==> config.mk <==
export PLATFORM = sky130hd
export DESIGN_NAME = branch_redirect_ctrl
export DESIGN_NICKNAME = d
export VERILOG_FILES = /design/src/rtl/branch_redirect_ctrl.sv
export SDC_FILE = /design/constraint.sdc
export NUM_CORES = 1
export LEC_CHECK = 0
export BUFFER_PORTS_ARGS = -buffer_cell sky130_fd_sc_hd__buf_2
export CORE_MARGIN = 10
export CORE_UTILIZATION = 38
export DETAILED_ROUTE_END_ITERATION = 12
export PLACE_DENSITY_LB_ADDON = 0.2
export SYNTH_ARGS = -nofsm -noshare
export SYNTH_HDL_FRONTEND = slang
export SYNTH_SLANG_ARGS = --single-unit
==> constraint.sdc <==
create_clock -name clk -period 1.6 [get_ports clk]
set_clock_uncertainty 0.15 [all_clocks]
set_input_delay 0.16 -clock clk [delete_from_list [all_inputs] [get_ports clk]]
set_output_delay 0.16 -clock clk [all_outputs]
set_load 0.02 [all_outputs]
==> src/rtl/branch_redirect_ctrl.sv <==
// branch_redirect_ctrl
//   Front-end sequencer that runs after an EX-stage branch resolves.
//   On a taken branch it kills the wrong-path IF/ID instructions, stalls EX,
//   and raises a valid/ready redirect to fetch. Once fetch accepts, it holds
//   the flush for SQUASH_CYCLES more cycles. Not-taken branches need no action.
//
//   Optional feature: define BRANCH_STATS_EN to build the two branch
//   statistics counters. Without it, both stat ports are tied to zero.
//
// Ports
//   clk, rst          core clock, asynchronous active-high reset
//   br_valid_i        branch resolved in EX this cycle
//   br_taken_i        branch decision
//   br_target_i       branch target address (latched as-is, all 32 bits)
//   redirect_valid_o  redirect request to fetch
//   redirect_ready_i  fetch accepts the redirect
//   redirect_pc_o     new fetch PC
//   flush_if_o        kill IF-stage instruction
//   flush_id_o        kill ID-stage instruction
//   ex_stall_o        hold EX so that no new branch can resolve
//   busy_o            sequencer is not idle
//   stat_resolved_o   branches accepted in IDLE (BRANCH_STATS_EN only)
//   stat_taken_o      taken branches accepted (BRANCH_STATS_EN only)
module branch_redirect_ctrl #(
    parameter int unsigned SQUASH_CYCLES = 2,
    parameter int unsigned CNT_W         = 32
) (
    input  logic             clk,
    input  logic             rst,
    input  logic             br_valid_i,
    input  logic             br_taken_i,
    input  logic [31:0]      br_target_i,
    output logic             redirect_valid_o,
    input  logic             redirect_ready_i,
    output logic [31:0]      redirect_pc_o,
    output logic             flush_if_o,
    output logic             flush_id_o,
    output logic             ex_stall_o,
    output logic             busy_o,
    output logic [CNT_W-1:0] stat_resolved_o,
    output logic [CNT_W-1:0] stat_taken_o
);

    // The counter holds at most SQUASH_CYCLES-1. Keep it at least 1 bit wide.
    localparam int unsigned CW = (SQUASH_CYCLES > 2) ? $clog2(SQUASH_CYCLES) : 1;
    localparam logic [CW-1:0] SQ_LOAD = (SQUASH_CYCLES > 0) ? CW'(SQUASH_CYCLES - 1) : '0;

    typedef enum logic [1:0] {
        IDLE   = 2'd0,
        REQ    = 2'd1,
        SQUASH = 2'd2
    } state_t;

    state_t          state, state_nxt;
    logic [CW-1:0]   squash_cnt;
    logic            accept;
    logic            take;

    // A branch is only accepted while idle; EX is stalled at all other times.
    assign accept = (state == IDLE) && br_valid_i;
    assign take   = accept && br_taken_i;

    always_ff @(posedge clk or posedge rst) begin
        if (rst) begin
            state         <= IDLE;
            redirect_pc_o <= '0;
            squash_cnt    <= '0;
        end else begin
            state <= state_nxt;
            if (take) begin
                redirect_pc_o <= br_target_i;
            end
            if ((state == REQ) && redirect_ready_i) begin
                squash_cnt <= SQ_LOAD;
            end else if ((state == SQUASH) && (squash_cnt != '0)) begin
                squash_cnt <= squash_cnt - 1'b1;
            end
        end
    end

    always_comb begin
        state_nxt        = state;
        redirect_valid_o = 1'b0;
        flush_if_o       = 1'b0;
        flush_id_o       = 1'b0;
        ex_stall_o       = 1'b0;
        busy_o           = 1'b0;
        case (state)
            IDLE: begin
                // Same-cycle kill of the wrong-path instructions. The kill is
                // gated by rst so that all 1-bit outputs stay low during reset.
                flush_if_o = take && !rst;
                flush_id_o = take && !rst;
                if (take) begin
                    state_nxt = REQ;
                end
            end
            REQ: begin
                redirect_valid_o = 1'b1;
                flush_if_o       = 1'b1;
                flush_id_o       = 1'b1;
                ex_stall_o       = 1'b1;
                busy_o           = 1'b1;
                if (redirect_ready_i) begin
                    state_nxt = (SQUASH_CYCLES == 0) ? IDLE : SQUASH;
                end
            end
            SQUASH: begin
                flush_if_o = 1'b1;
                flush_id_o = 1'b1;
                ex_stall_o = 1'b1;
                busy_o     = 1'b1;
                if (squash_cnt == '0) begin
                    state_nxt = IDLE;
                end
            end
            default: begin
                state_nxt = IDLE;
            end
        endcase
    end

`ifdef BRANCH_STATS_EN
    logic [CNT_W-1:0] resolved_cnt;
    logic [CNT_W-1:0] taken_cnt;

    always_ff @(posedge clk or posedge rst) begin
        if (rst) begin
            resolved_cnt <= '0;
            taken_cnt    <= '0;
        end else begin
            if (accept) begin
                resolved_cnt <= resolved_cnt + 1'b1;
            end
            if (take) begin
                taken_cnt <= taken_cnt + 1'b1;
            end
        end
    end

    assign stat_resolved_o = resolved_cnt;
    assign stat_taken_o    = taken_cnt;
`else
    assign stat_resolved_o = '0;
    assign stat_taken_o    = '0;
`endif

    // A branch resolving while busy is dropped; EX should have been stalled.
    a_no_branch_while_busy: assert property (
        @(posedge clk) disable iff (rst) !(br_valid_i && busy_o)
    ) else $error("br_valid_i asserted while busy_o");

endmodule

==> metrics.cfg, run 1 <==
[critical_path]
worstReg2RegStart = state[1]$_DFFE_PP0P_
path_depth = 4
cp_slowest_cell = dfrtp_1
critPathCaptureType = register
slowest_delay_ps = 400
crit_start = state[1]$_DFFE_PP0P_
crit_type = reg -> reg
crit_arrival_ps = 1700
required_ps = 1620
regToRegSetupSlack_ps = -90
crit_path_max_fanout = 3
critical_path.endpoint = state[1]$_DFFE_PP0P_
path_delay_family = flip-flops
cp-start-kind = register
r2r_cells = 4
path_buf_inv = 1
r2r-end = state[1]$_DFFE_PP0P_
crit_path_cell_trace = buf_4, ha_4, a222oi_1, mux2_2

[clock_tree]
root_buffer = clkbuf_8
cts_tree = yes
cts_buffer_depth = 2
cts_buffers = 5
clock-sinks = 35
clock_latency_ps = 280
htree_num_levels = 2
path_clk_slew_ps = 70

[routing]
wl_per_cell_um = 14.6
vias = 1348
routed_wirelength_mm = 5.09
drt_iter0_markers = 27
dr.pass1.iters = 4
drcViolationCount = 0
vias_per_cell = 3.87
antenna_left = 0

[place]
portBuffers = 73
hpwl_mm = 3.65
globalplace.congestion = 0.682
place_ws_ps = -102

[global_routing]
grt.total_usage_pct = 11.0
grt_pass1_vias = 1505
grt_pass1_wl_mm = 7.71
met3_usage_pct = 5.68
top_usage_layer = met2
grt_use_met1_pct = 12.1
met2_usage_pct = 18.3
antenna_found_initial = 0
grt_overflow_total = 0
grt_max_degree = 36

[floorplan]
die_y_um = 93.5
die-area_sq_um = 8740
coreArea_sq_um = 5170
start_util_pct = 39.7
row_count = 26
pin_count = 138
die_w_um = 93.5

[cells_and_area]
layout-drive-gt1-share_pct = 48.6
nets = 320
final_cell_mix = buf_2, conb_1, dfrtp_1, dlygate4sd3_1, mux2_4
syn_to_final_growth_pct = 39.1
diodes = 0
mostFrequentLayoutCell = buf_2

[sta]
fmax_mhz = 593
finalSetupViolations = 3
holdWs_ps = 253
hold_viol = 0
tns_ps = -244
rsz0062_at_grt = true
setup_ws_ps = -85.8
fin_crit_sh_pct = 105
period_needed_ps = 1690
drv_slew = 0

[yosys]
yosysWarnings = 0
ys_ff_latch = 35
synthTopCellsByArea = dfrtp_1, buf_4, mux2_4, ha_1, buf_6
syn_area_sq_um = 2050
synth_top_area_cell = dfrtp_1
synth.avg_cell_area_sq_um = 13.0
synth.distinct_cells = 16
ys_seq_area_share_pct = 42.7
synth_top_cell_area_share_pct = 42.7
synthCells = 158

[outcome]
violations = setup timing
status = complete, but fails checks

[power]
power_density_nw_per_um2 = 1770
irDropWorstVdd_mv = 0.677
cellLeakagePower_nw = 1.56

[run]
drv_cap = 0

[worst_hold_path]
hold_path.class = in -> reg

## worst register-to-register path, cell delays in order (launching register included)
cell      delay [ps]
dfrtp_1          400
buf_4            150
ha_4             150
a222oi_1         360
mux2_2           370
## cell usage after synthesis
cell      instances
buf_4            66
a222oi_1          1
o21ai_0           2
conb_1            1
dfrtp_1          35
buf_6             3
mux2_4           30
a221o_2           1
ha_1              5
a221oi_1          1
nand3_4           1
inv_1             5
nand2_1           2
mux2_2            3
a41oi_1           1
nor2_1            1
## repair_timing
action | 4_1_cts | 5_1_grt
hold endpoints to repair | 68 | 0
hold buffers | 34 | 0
resized for setup | 8 | 1
setup buffers | 4 | 0
endpoints found under the setup margin | 26 | 25
pin swaps | 1 | 0
gates cloned | 0 | 2
## flip-flops by register name, summed over array words and instances (netlist names)
register	cells
squash_cnt	1
state	2
redirect_pc_o	32
## where the power goes
part	internal [mW]	leakage, nW	switching (mW)
registers	1.33	0.416	0.242
clock network	0.338	0.0470	0.304
logic	1.38	1.10	1.45
## cells by family after synthesis
kind of cell / Yosys count / share of synthesized area (%)
AO/OA/AOI/OAI: 6 / 2.38
adder cells (fa/ha/maj): 5 / 3.05
buffers and inverters: 74 / 26.7
flip-flops: 35 / 42.7
multiplexers: 33 / 23.6
other: 1 / 0.183
AND/OR/NAND/NOR: 4 / 1.40
## worst min path at each step
stage | startpoint | end | depth (start not counted)
2_1_floorplan | rst | redirect_pc_o[0]$_DFFE_PP0P_ | 1
3_3_place_gp | rst | squash_cnt$_DFFE_PP0P_ | 3
3_5_place_dp | rst | squash_cnt$_DFFE_PP0P_ | 3
4_1_cts | br_valid_i | state[0]$_DFFE_PP0P_ | 4
5_1_grt | br_valid_i | state[1]$_DFFE_PP0P_ | 4
6_report | br_valid_i | state[1]$_DFFE_PP0P_ | 4
## metal layers
layer	vias to the layer above	part of all wire [%]
met1	630	37
li1	639	-
met5	-	0
met3	4	13
met4	0	0.61
met2	75	50
## stage by stage
stage	std cells	total power, mW	utilization, %	instance area (sq um)
finish	348	5.05	55.2	2860
global route	348	5.39	55.2	2860
floorplan	221	3.58	-	2340
CTS	346	5.07	54.5	2820
global placement	301	4.15	45.1	2330
detailed placement	301	4.16	45.1	2330
## final cells by class
type | instances | area [sq um]
Multi-Input combinational cell | 112 | 912
Clock buffer | 6 | 82.6
Sequential cell | 35 | 876
Timing Repair Buffer | 119 | 870
Fill cell | 454 | 2320
Clock inverter | 1 | 5.00
Inverter | 5 | 22.5
Tap cell | 70 | 87.6
(Power assumes the default switching activity.)
==> inputs of run 2 (changes only) <==
BUFFER_PORTS_ARGS = not set   (was -buffer_cell sky130_fd_sc_hd__buf_2)
CORE_UTILIZATION = 45   (was 38)
DONT_BUFFER_PORTS = 1   (was not set)
clock period = 1.7 ns   (was 1.6 ns; I/O delays follow)
==> metrics.cfg, run 2 (same netlist as run 1, synthesis figures left out) <==
[clock_tree]
cts_buffers = 5
clock_latency_ps = 280
htree_num_levels = 2
path_clk_slew_ps = 70
cts_tree = yes
clock-sinks = 35
root_buffer = clkbuf_8
cts_buffer_depth = 2

[floorplan]
start_util_pct = 46.8
die_y_um = 87.5
die_w_um = 87.5
die-area_sq_um = 7660
row_count = 24
coreArea_sq_um = 4380
pin_count = 138

[routing]
wl_per_cell_um = 19.1
dr.pass1.iters = 4
routed_wirelength_mm = 4.96
vias_per_cell = 4.42
antenna_left = 0
drcViolationCount = 0
vias = 1144
drt_iter0_markers = 34

[cells_and_area]
mostFrequentLayoutCell = conb_1
reg.largest.list = redirect_pc_o x32, state x2, squash_cnt x1
regArea_sq_um = 876
stdcell_count = 259
regMostFlops = redirect_pc_o
largest_reg_flops = 32
layout-drive-gt1-share_pct = 30.4
final_cell_mix = conb_1, dfrtp_1, dlygate4sd3_1, mux2_4, buf_4
diodes = 0
nets = 248
multi_input_area_sq_um = 912
syn_to_final_growth_pct = 21.4
fill_cells = 356

[power]
cellLeakagePower_nw = 1.28
p_comb_share_pct = 35.3
internal_power_mw = 2.78
power_density_nw_per_um2 = 1850
power_frac_seq_pct = 45.6
clkPwrFrac_pct = 19.2
netSwitchingFraction_pct = 39.5
irDropWorstVdd_mv = 0.796
power_mw = 4.60
p_sw_mw = 1.81

[critical_path]
regToRegSetupSlack_ps = 50
required_ps = 1380
worstReg2RegStart = state[1]$_DFFE_PP0P_
crit_arrival_ps = 1370
critPathCaptureType = primary output
crit_type = reg -> out
cp-start-kind = register
r2r_cells = 5
r2r-end = state[1]$_DFFE_PP0P_
crit_path_max_fanout = 3

[sta]
drv_slew = 0
hold_viol = 0
holdWs_ps = 96.5
finalSetupViolations = 0
fin_crit_sh_pct = 99.6
rsz0062_at_grt = true
fmax_mhz = 590
period_needed_ps = 1690

[worst_hold_path]
hold_depth = 3
hp-start = br_valid_i
hold_path.class = in -> reg
worstHoldEndpoint = state[1]$_DFFE_PP0P_

[place]
hpwl_mm = 3.75
place_inst = 211
portBuffers = 0
globalplace.congestion = 0.633

[run]
drv_cap = 0

[global_routing]
grt_overflow_total = 0
grt_pass1_wl_mm = 7.30
grt_pass1_vias = 1327
grt_max_degree = 36
antenna_found_initial = 0
grt.total_usage_pct = 12.3

[outcome]
status = finished clean

run 2: metal layers:
layer | vias up | share of wire [%] | GRT usage (%) | routed length, um
met5 | - | 0 | 0 | 0
met1 | 561 | 29 | 10.2 | 1440
met3 | 12 | 14 | 6.37 | 676
met2 | 89 | 56 | 23.6 | 2760
met4 | 0 | 1.6 | 4.49 | 78
li1 | 482 | - | - | -
run 2: worst max path at each step:
stage,end,start
floorplan,state[1]$_DFFE_PP0P_,state[1]$_DFFE_PP0P_
global placement,state[0]$_DFFE_PP0P_,state[0]$_DFFE_PP0P_
detailed placement,state[0]$_DFFE_PP0P_,state[0]$_DFFE_PP0P_
CTS,state[1]$_DFFE_PP0P_,state[0]$_DFFE_PP0P_
global route,state[1]$_DFFE_PP0P_,state[1]$_DFFE_PP0P_
finish,flush_id_o,state[0]$_DFFE_PP0P_
run 2: layout make-up:
type	count	area share, %
Tap cell	52	2.61
Clock inverter	2	2.41
Multi-Input combinational cell	112	36.6
Sequential cell	35	35.2
Clock buffer	6	2.91
Timing Repair Buffer	47	19.4
Inverter	5	0.904
run 2: what timing repair did:
action	in CTS	in global routing
endpoints found under the hold margin	68	0
setup endpoints to repair	23	3
hold buffers	34	0
gates resized for setup	7	4
pin swaps	2	3
buffers inserted	4	2
run 2: worst max-delay path: stages (launching register included):
cell,delay (ps)
dfrtp_1,400
inv_2,110
ha_4,210
a41oi_2,160
nor2_2,70
buf_12,140
run 2: metrics by stage:
step / TNS (ps) / setup WS (ps) / area [sq um] / util, %
2_1_floorplan: 0 / 6.26 / 2290 / -
3_3_place_gp: 0 / 59.7 / 1920 / 43.8
3_5_place_dp: -61.5 / -26.8 / 1920 / 43.8
4_1_cts: -9.94 / -9.94 / 2450 / 55.9
5_1_grt: -147 / -53.2 / 2490 / 56.8
6_report: 0 / 6.04 / 2490 / 56.8
run 2: power by group through the flow:
stage                     logic (mW)  registers [mW]  clock network, mW
after floorplan                 1.28            1.97                  0
after global placement          1.33            2.11                  0
after detailed placement        1.38            2.13                  0
after CTS                       1.57            2.11              0.907
after global routing            1.73            2.17              0.935
final                           1.62            2.09              0.881
==> inputs of run 3 (changes only) <==
PLACE_DENSITY_LB_ADDON = not set   (was 0.2)
SLEW_MARGIN = 20   (was not set)
==> metrics.cfg, run 3 (same netlist as run 1, synthesis figures left out) <==
[outcome]
status = complete, but fails checks
violations = setup timing

[power]
irDropWorstVdd_mv = 0.818
cellLeakagePower_nw = 1.26
clkPwrFrac_pct = 16.0
p_sw_mw = 1.78
power_frac_seq_pct = 47.3
p_comb_share_pct = 36.7
power_density_nw_per_um2 = 1800
internal_power_mw = 2.62
power_mw = 4.40
netSwitchingFraction_pct = 40.5

[cells_and_area]
syn_to_final_growth_pct = 19.4
diodes = 0
regMostFlops = redirect_pc_o
final_cell_mix = conb_1, dfrtp_1, dlygate4sd3_1, mux2_4, buf_4
largest_reg_flops = 32
fin_util_pct = 55.9
nets = 247
mostFrequentLayoutCell = conb_1
layout-drive-gt1-share_pct = 29.8
reg.largest.list = redirect_pc_o x32, state x2, squash_cnt x1
stdcell_count = 257

[floorplan]
die_y_um = 87.5
pin_count = 138
die_w_um = 87.5
coreArea_sq_um = 4380
start_util_pct = 46.8
die-area_sq_um = 7660
row_count = 24

[clock_tree]
cts_buffer_depth = 2
clock_latency_ps = 270
cts_tree = yes
root_buffer = clkbuf_8
clock-sinks = 35
cts_buffers = 5
htree_num_levels = 2
path_clk_slew_ps = 70

[routing]
vias = 1105
routed_wirelength_mm = 4.67
vias_per_cell = 4.30
drcViolationCount = 0
antenna_left = 0
wl_per_cell_um = 18.2
dr.pass1.iters = 5
drt_iter0_markers = 26

[place]
globalplace.congestion = 0.698
hpwl_mm = 3.63
place_inst = 215
portBuffers = 0

[global_routing]
grt_overflow_total = 0
grt_pass1_vias = 1252
grt.total_usage_pct = 11.7
antenna_found_initial = 0
grt_max_degree = 36
grt_pass1_wl_mm = 7.05

[sta]
finalSetupViolations = 3
fmax_mhz = 588
hold_viol = 0
fin_crit_sh_pct = 100
setup_ws_ps = -0.626
period_needed_ps = 1700
holdWs_ps = 94.8
rsz0062_at_grt = true
drv_slew = 0

[critical_path]
critPathCaptureType = register
crit_path_max_fanout = 2
crit_type = reg -> reg
crit_arrival_ps = 1710
cp-start-kind = register
required_ps = 1710

[worst_hold_path]
hold_path.class = in -> reg

[run]
drv_cap = 0

-- run 3: cell types whose count changed in the layout (fill, tap and decap cells not counted) --
cell       before  now
buf_6           2    1
bufinv_16       2    1
-- run 3: repair_timing --
action | 4_1_cts | 5_1_grt
setup endpoints to repair | 3 | 3
pin swaps | 4 | 3
gates resized for setup | 9 | 1
endpoints found under the hold margin | 68 | 0
buffers inserted | 2 | 0
hold buffers | 34 | 0
-- run 3: worst paths after layout --
path	startpoint	depth (start not counted)	slack, ps	endpoint
hold reg to reg	squash_cnt$_DFFE_PP0P_	2	430	squash_cnt$_DFFE_PP0P_
setup / recovery	state[1]$_DFFE_PP0P_	5	-0.6	state[1]$_DFFE_PP0P_
min in group asynchronous	rst	3	380	redirect_pc_o[14]$_DFFE_PP0P_
setup reg to reg	state[1]$_DFFE_PP0P_	5	-0.6	state[1]$_DFFE_PP0P_
max in group asynchronous	rst	3	720	redirect_pc_o[9]$_DFFE_PP0P_
hold / removal	br_valid_i	3	90	state[1]$_DFFE_PP0P_
-- run 3: metrics by stage --
step	cell area, sq um	worst slack, ps	setup TNS, ps
after detailed placement	1950	-39.5	-39.5
after floorplan	2290	6.26	0
final	2450	-0.626	-1.25
after global routing	2450	-51.3	-145
after CTS	2450	0.225	0
after global placement	1950	52.0	0
-- run 3: cell type report --
type                       instances  area, sq um
tap                               52         65.1
clock inverter                     1         30.0
timing repair buffer              46          472
multi-input combinational        112          912
fill                             365         1930
inverter                           5         22.5
clock buffer                       6         72.6
sequential                        35          876
-- run 3: power groups by stage --
| stage | Combinational, mW | Sequential (mW) | Clock, mW |
|---|---|---|---|
| floorplan | 1.28 | 1.97 | 0 |
| global placement | 1.39 | 2.09 | 0 |
| detailed placement | 1.45 | 2.10 | 0 |
| CTS | 1.61 | 2.10 | 0.733 |
| global route | 1.73 | 2.15 | 0.762 |
| finish | 1.61 | 2.08 | 0.705 |
-- run 3: critical path: stages (launching register included) --
cell	delay, ps
dfrtp_1	370
inv_2	70
buf_4	150
ha_4	150
a222oi_1	330
mux2_2	370
-- run 3: routing by layer --
layer | share of wire (%) | track usage (%) | vias up
li1 | - | - | 480
met1 | 31 | 11.2 | 540
met2 | 54 | 20.8 | 79
met3 | 14 | 7.21 | 6
met4 | 0.54 | 2.46 | 0
met5 | 0 | 0 | -
